File: src/rtl/systolic_array_nxn.sv
// systolic_array_nxn: NxN output-stationary systolic multiplier computing C = X*W, streamed in and out over valid/ready
module systolic_array_nxn #(
  parameter int N        = 4,
  parameter int BITWIDTH = 4,
  parameter int ACCWIDTH = 2*BITWIDTH + $clog2(N)
) (
  input  logic                clk,
  input  logic                reset_n,
  input  logic [BITWIDTH-1:0] data_in,
  input  logic                in_valid,
  output logic                in_ready,
  input  logic                signed_mode,
  input  logic                accumulate,
  output logic [ACCWIDTH-1:0] out_data,
  output logic                out_valid,
  input  logic                out_ready,
  output logic                out_last,
  output logic                busy
);
  localparam int NN = N*N;
  localparam int IW = $clog2(NN);
  localparam int TW = $clog2(3*N-2);

  typedef enum logic [2:0] {IDLE, LOAD_W, LOAD_X, COMPUTE, DRAIN} state_t;

  state_t state_q, state_d;
  logic [IW-1:0] idx_q;
  logic [TW-1:0] t_q;
  logic sm_q, am_q;
  logic [BITWIDTH-1:0] w_q [NN];
  logic [BITWIDTH-1:0] x_q [NN];
  logic [BITWIDTH-1:0] a_q [NN];
  logic [BITWIDTH-1:0] b_q [NN];
  logic [BITWIDTH-1:0] a_in [NN];
  logic [BITWIDTH-1:0] b_in [NN];
  logic [BITWIDTH-1:0] row_feed [N];
  logic [BITWIDTH-1:0] col_feed [N];
  logic [ACCWIDTH-1:0] acc_q [NN];
  logic beat, out_beat, idx_last, t_last;

  // product is exact in 2*BITWIDTH bits for either signedness, then extended per mode
  function automatic logic [ACCWIDTH-1:0] mul(input logic [BITWIDTH-1:0] a, input logic [BITWIDTH-1:0] b, input logic s);
    logic [2*BITWIDTH-1:0] p;
    p = {{BITWIDTH{s & a[BITWIDTH-1]}}, a} * {{BITWIDTH{s & b[BITWIDTH-1]}}, b};
    return {{(ACCWIDTH-2*BITWIDTH){s & p[2*BITWIDTH-1]}}, p};
  endfunction

  assign beat     = in_valid & in_ready;
  assign out_beat = out_valid & out_ready;
  assign idx_last = idx_q == IW'(NN-1);
  assign t_last   = t_q == TW'(3*N-3);

  always_ff @(posedge clk) begin
    if (!reset_n) state_q <= IDLE;
    else          state_q <= state_d;
  end

  always_comb begin
    state_d = state_q;
    case (state_q)
      IDLE:    if (beat) state_d = LOAD_W;
      LOAD_W:  if (beat && idx_last) state_d = LOAD_X;
      LOAD_X:  if (beat && idx_last) state_d = COMPUTE;
      COMPUTE: if (t_last) state_d = DRAIN;
      DRAIN:   if (out_beat && idx_last) state_d = IDLE;
      default: state_d = IDLE;
    endcase
  end

  always_comb begin
    in_ready  = reset_n & (state_q inside {IDLE, LOAD_W, LOAD_X});
    busy      = state_q != IDLE;
    out_valid = state_q == DRAIN;
    out_last  = out_valid & idx_last;
    out_data  = out_valid ? acc_q[idx_q] : '0;
  end

  // skewed edge feed: row i / column j lag by i / j cycles
  always_comb begin
    for (int i = 0; i < N; i++) begin
      row_feed[i] = '0;
      col_feed[i] = '0;
      for (int k = 0; k < N; k++)
        if (int'(t_q) == i + k) begin
          row_feed[i] = x_q[i*N+k];
          col_feed[i] = w_q[k*N+i];
        end
      a_in[i*N] = row_feed[i];
      b_in[i]   = col_feed[i];
      for (int j = 1; j < N; j++) begin
        a_in[i*N+j] = a_q[i*N+j-1];
        b_in[j*N+i] = b_q[(j-1)*N+i];
      end
    end
  end

  // one index serves W load (IDLE beat is W[0][0]), X load and drain
  always_ff @(posedge clk) begin
    if (!reset_n) begin
      idx_q <= '0;
      t_q   <= '0;
      sm_q  <= 1'b0;
      am_q  <= 1'b0;
      for (int k = 0; k < NN; k++) begin
        w_q[k]   <= '0;
        x_q[k]   <= '0;
        a_q[k]   <= '0;
        b_q[k]   <= '0;
        acc_q[k] <= '0;
      end
    end else begin
      if (beat && state_q == IDLE) begin
        sm_q <= signed_mode;
        am_q <= accumulate;
      end
      if (beat && state_q != LOAD_X) w_q[idx_q] <= data_in;
      if (beat && state_q == LOAD_X) x_q[idx_q] <= data_in;
      if (beat || out_beat) idx_q <= idx_last ? '0 : idx_q + 1'b1;
      if (beat && state_q == LOAD_X && idx_last) begin
        t_q <= '0;
        for (int k = 0; k < NN; k++) begin
          a_q[k] <= '0;
          b_q[k] <= '0;
          if (!am_q) acc_q[k] <= '0;
        end
      end
      if (state_q == COMPUTE) begin
        t_q <= t_q + 1'b1;
        for (int k = 0; k < NN; k++) begin
          a_q[k]   <= a_in[k];
          b_q[k]   <= b_in[k];
          acc_q[k] <= acc_q[k] + mul(a_in[k], b_in[k], sm_q);
        end
      end
    end
  end
endmodule

File: config.mk
export PLATFORM = sky130hd
export DESIGN_NAME = systolic_array_nxn
export DESIGN_NICKNAME = d
export VERILOG_FILES = /design/src/rtl/systolic_array_nxn.sv
export SDC_FILE = /design/constraint.sdc
export NUM_CORES = 2
export LEC_CHECK = 0
export ABC_AREA = 1
export ABC_CLOCK_PERIOD_IN_PS = 6940
export CORE_AREA = 2 2 234 236
export CTS_BUF_LIST = sky130_fd_sc_hd__clkbuf_8 sky130_fd_sc_hd__clkbuf_16
export CTS_CLUSTER_SIZE = 30
export DETAILED_ROUTE_END_ITERATION = 10
export DIE_AREA = 0 0 236 238
export MAX_ROUTING_LAYER = met4
export PLACE_DENSITY_LB_ADDON = 0.3
export REMOVE_ABC_BUFFERS = 1
export SETUP_SLACK_MARGIN = 0.1
export SYNTH_ARGS = -nofsm -noshare
export SYNTH_HDL_FRONTEND = slang
export SYNTH_SLANG_ARGS = --single-unit
File: constraint.sdc
create_clock -name clk -period 6.94 [get_ports clk]
set_clock_uncertainty 0.1 [all_clocks]
set_input_delay 1.388 -clock clk [delete_from_list [all_inputs] [get_ports clk]]
set_output_delay 1.388 -clock clk [all_outputs]
set_load 0.1 [all_outputs]
Word-level counts from Yosys, hierarchy flattened
Memory sizes are Yosys's and may differ from the RTL's. A register that Yosys moved wholly into a read port is not among the register bits.
Index checks and enable logic that the tools add are counted.
- memories: 5
- output and inout port bits: 14
- input bits: 10
- register bits after elaboration: 13
- logic and storage cells: 388
- latch bits: 0
- memory bits (writable): 416
- memory bits (read-only): 0
- multipliers: 16
- reductions and logical operators: 15
- equal/unequal tests: 18
- $lt $le $gt $ge: 0
- muxes and demuxes: 163
- bitwise operators: 148
- divide/modulo/power cells: 0
- shift-type cells: 0
- add/subtract/negate cells: 18
- memory list (memory ; depth ; width ; read ports ; clocked after Yosys merged registers in ; wr ports ; RTL line ; source):
    acc_q ; 16 ; 10 ; 17 ; 1 ; 16 ; 38 ; logic [ACCWIDTH-1:0] acc_q [NN];
    a_q ; 16 ; 4 ; 12 ; 0 ; 16 ; 32 ; logic [BITWIDTH-1:0] a_q [NN];
    b_q ; 16 ; 4 ; 12 ; 0 ; 16 ; 33 ; logic [BITWIDTH-1:0] b_q [NN];
    w_q ; 16 ; 4 ; 16 ; 0 ; 16 ; 30 ; logic [BITWIDTH-1:0] w_q [NN];
    x_q ; 16 ; 4 ; 16 ; 0 ; 16 ; 31 ; logic [BITWIDTH-1:0] x_q [NN];
- operator list (cell ; count):
    4-bit 2-to-1 mux ; 105
    10-bit 2-to-1 mux ; 33
    10-bit adder ; 16
    5-bit by 5-bit multiplier with 8-bit output ; 16
    1-bit bitwise OR ; 96
    1-bit AND ; 52
    4-bit equality test, second input constant ; 5
    1-bit 2-to-1 mux ; 19
    3-bit 2-to-1 mux ; 5
    3-bit one-hot mux with 5 select lines ; 1
    4-bit by 1-bit adder with 4-bit output, second input constant ; 2
    4-bit by 3-bit equality test with 1-bit output, second input constant ; 2
    2-bit != test, second input constant ; 4
    4-bit OR reduction ; 2
    3-bit by 2-bit equality test with 1-bit output, second input constant ; 2
    1-bit logical AND ; 6
    3-bit nonzero test ; 2
    5-bit AND reduction ; 1
    4-bit by 2-bit equality test with 1-bit output, second input constant ; 1
    4-bit zero test ; 1
    3-bit by 1-bit equality test with 1-bit output, second input constant ; 1
    3-bit equality test, second input constant ; 1
    3-bit zero test ; 1
    3-bit by 2-bit != test with 1-bit output, second input constant ; 1
    3 further kinds ; 3

Longest topological paths before layout
- depth after elaboration: 11
- gate-level depth with buffers: 41
- depth with buffers taken out: 39

Least setup slack after synthesis
Ideal clock, no wire load.
- path type: register to output
- from: reg state_q[2]
- to: out out_data[0]
- data arrival time: 4534 ps
- data required time: 5452 ps
- path buffers: 1
- slack: 918 ps
- cell stages (with the launch flop): 6
- cell sequence: dfxtp_1 inv_1 nor3_1 inv_1 clkbuf_1 a21oi_1
- longest elaborated chain between the ends: 2
- RTL lines (what ; RTL line ; source):
    from (decl) ; 26 ; state_t state_q, state_d;
    from (signal assigned) ; 55 ; else state_q <= state_d;
    3-bit equality test ; 73 ; out_valid = state_q == DRAIN;
    net out_valid ; 15 ; output logic out_valid,
    10-bit 2-to-1 mux ; 75 ; out_data = out_valid ? acc_q[idx_q] : '0;
    to (decl) ; 14 ; output logic [ACCWIDTH-1:0] out_data,
The timed path passes the listed nets, and every way through them passes these cells.

==> key figures <==
Power and ir drop
  – P_leak: approximately 0.018 uW
  – Power consumption: 7220 uW
  – Peak supply drop: 0.300 mV
  – Pwr per Cell Area: 195 nW/um2

STA
  – Final WS setup: 515 ps
  – Fmax: 156 MHz
  – Setup-failing EPs final: 0
  – Max-slew headroom: between 10% and 20%
  – Final period util: 92.6%
  – Least-Margin Pin Slew: 1240 ps
  – RSZ-0062 raised after global routing: false
  – Final hold slack: 378 ps
  – Fin crit period: 6430 ps
  – Final hold vios: 0
  – Max Slew Vio Count: 0

Worst setup path
  – CP max FO: 17
  – Reg2reg start: t_q[0]
  – Max incr delay on CP: 540 ps
  – CP Capture Type: flop
  – Critical path arrival: between 6000 and 7000 ps
  – CP dominant cell by count: inv_1
  – Setup Crit Path Kind: flop to flop
  – Worst EP required: around 7200 ps
  – Reg2Reg Depth: 30
  – R2r setup slk: 510 ps
  – R2r endpoint: acc_q[2][9]
  – Crit start category: flop
  – Worst path slowest cell: fa_1

CTS
  – # H-tree levels: 2
  – Reg clk slew, reported paths: 60 ps
  – TritonCTS Buffers: 46
  – CTS root buf: clkbuf_16
  – CTS max path bufs: 3
  – Clk sinks: 401
  – Clock Latency Late Sink: 620 ps
  – Post-CTS Hold Fix Bufs: 0
  – TritonCTS clock tree: yes

Drt
  – Met2 Wirelength: 39,900 um
  – Routed len/inst: around 18 um
  – DRC violations left: 0
  – DR iter-0 viols: 2,339
  – Max layer used: met4
  – Vias per cell: about 5.7
  – M1 wire length: 34,100 um
  – Routed Antenna Nets: 0
  – Final WL: between 80,000 and 90,000 um
  – Via count: 27,600
  – Drt first pass iters: 7
  – DR WL met3: 6910 um

Layout
  – Fill cells: 4,156
  – Area grow syn2layout: 7.42%
  – Layout cells sized above 1: under 10%
  – Final Non-Filler Cells: ~4,800
  – Layout Nets: between 4,000 and 5,000
  – Design Area, Final: 37,000 um2

Placement
  – Placement Cell Area: ~35,000 um2
  – Placed cells: 4,734
  – Estimated wirelength of the detail-placed design: 62,700 um
  – # port buffers: 23
  – Gp weighted congestion: ~0.94
  – Pre-CTS setup slack: 334 ps

Synthesis
  – Top post-synthesis cells by count: inv_1 (739), nand2_1 (664), nor2_1 (583)
  – Mapped Area: 34,400 um2
  – Count leader, synth: inv_1
  – Post-synthesis sequential area ratio: 34.0%
  – Post-synthesis cell type count: 62
  – Syn. warnings: 0
  – Yosys top cell area share: 31.9%
  – Post-synth top flop: edfxtp_1
  – Avg Inst Size Synth: between 8 and 9 um2
  – Number of flops mapped to enable cells by yosys: 366
  – Synth area leader: edfxtp_1
  – Synth Register Bits: 401
  – Largest cells by area after synthesis: edfxtp_1 (32%), ha_1 (13%), fa_1 (12%), inv_1 (8.1%), nand2_1 (7.2%)
  – Synthesized instance count: 4,092
  – Synth async-reset ratio: 0%

Global routing
  – Initial antenna violation count: 2
  – Vias in the first global route: 27,100
  – Gr ovfl total: 0
  – Largest net degree at the start of global routing: 78
  – First-pass GRT wire length: 136,000 um
  – GR Util All Layers: 31.5%

Worst hold path
  – Worst hold path cell count: 2
  – Hold wc startpoint: a_q[0][0]
  – Hold Crit Class: flop to flop
  – Min-Delay Endpoint: a_q[0][0]

Die
  – Die H: between 200 and 250 um
  – Die W: roughly 240 um
  – Die area: 56,200 um2
  – Initial core utilization: 64.4%
  – Core Rows: 85
  – Top Ports: 24
  – Core area: ~53,000 um2

Run
  – Max-cap violations: 0

Status
  – Status: complete, no violations
worst max-delay path: cells and delay by family, from the launching register on:
kind / cells / cell delay (ps)
compound gates: 2 / 330
xor+xnor: 3 / 560
fa+ha+maj: 6 / 2600
buf+inv: 6 / 540
flops: 1 / 350
simple gates: 13 / 1670
registers in the layout, summed over array words and instances (netlist names), named ones only:
register	flops
am_q	1
acc_q	160
w_q	64
t_q	4
b_q	48
sm_q	1
x_q	64
state_q	3
a_q	48
idx_q	4
per-layer routing:
layer  up-vias  global-route usage (%)
met1     13000                    39.8
met2      1161                    51.8
met5         -                       -
met3       210                    3.69
li1      13300                       -
met4         0                    13.4
cell usage in the layout (no fill, tap or decap), types with 21 or more instances in the layout:
cell type / synthesis / routed
nor3_1: 23 / 23
inv_1: 739 / 746
clkdlybuf4s50_1: 0 / 21
xnor2_1: 52 / 52
clkbuf_16: 0 / 48
xor2_1: 68 / 68
fa_1: 208 / 208
ha_1: 344 / 343
edfxtp_1: 366 / 366
nor2_1: 583 / 581
dfxtp_1: 35 / 32
nand3_1: 162 / 162
a21oi_1: 260 / 260
buf_4: 5 / 25
a31oi_1: 25 / 25
o21ai_0: 227 / 227
nand2_1: 664 / 661
o221ai_1: 23 / 23
cell type report:
cell class | count | area, um2 | area share (%)
Antenna cell | 1 | 2.50 | 0.00677
Clock buffer | 52 | 1260 | 3.40
Sequential cell | 401 | 11700 | 31.6
Multi-Input combinational cell | 2832 | 19500 | 52.6
Tap cell | 696 | 871 | 2.35
Timing Repair Buffer | 49 | 458 | 1.24
Inverter | 759 | 2860 | 7.73
Clock inverter | 33 | 370 | 1.00
cell families (layout without fill, tap and decap cells):
| kind of cell | after synthesis | count (layout) | synth area share [%] |
|---|---|---|---|
| simple gates | 1518 | 1518 | 18.2 |
| buf+inv | 859 | 893 | 9.65 |
| compound gates | 642 | 642 | 10.5 |
| fa+ha+maj | 552 | 552 | 24.6 |
| flops | 401 | 401 | 34.0 |
| xor+xnor | 120 | 120 | 3.05 |
| other cells | 0 | 1 | 0 |
power by group:
part	leakage [uW]	switching, uW	internal, uW
clock	0.000824	1100	1500
combinational	0.0129	1130	540
sequential	0.00407	144	2810
total	0.0178	2370	4850
what timing repair did:
| action | CTS | global route |
|---|---|---|
| gates resized for setup | 0 | 9 |
| setup buffers | 0 | 3 |
| endpoints found under the setup margin | 0 | 7 |
worst max-delay path by stage:
stage | slack, ps | cells past startpoint | to | startpoint
floorplan | -230 | 5 | acc_q[10][3] | reset_n
global placement | 510 | 33 | acc_q[1][9] | t_q[1]
finish | 510 | 30 | acc_q[2][9] | t_q[0]
CTS | 280 | 34 | acc_q[0][9] | t_q[1]
global route | 100 | 33 | acc_q[3][9] | t_q[0]
detailed placement | 330 | 33 | acc_q[1][9] | t_q[1]
per-stage QoR:
stage / util (%) / TNS [ps]
2_1_floorplan: - / -5930
3_3_place_gp: 66.0 / 0
3_5_place_dp: 66.0 / 0
4_1_cts: 69.0 / 0
5_1_grt: 69.1 / 0
6_report: 69.1 / 0
Power figures use the tool's default switching activity.
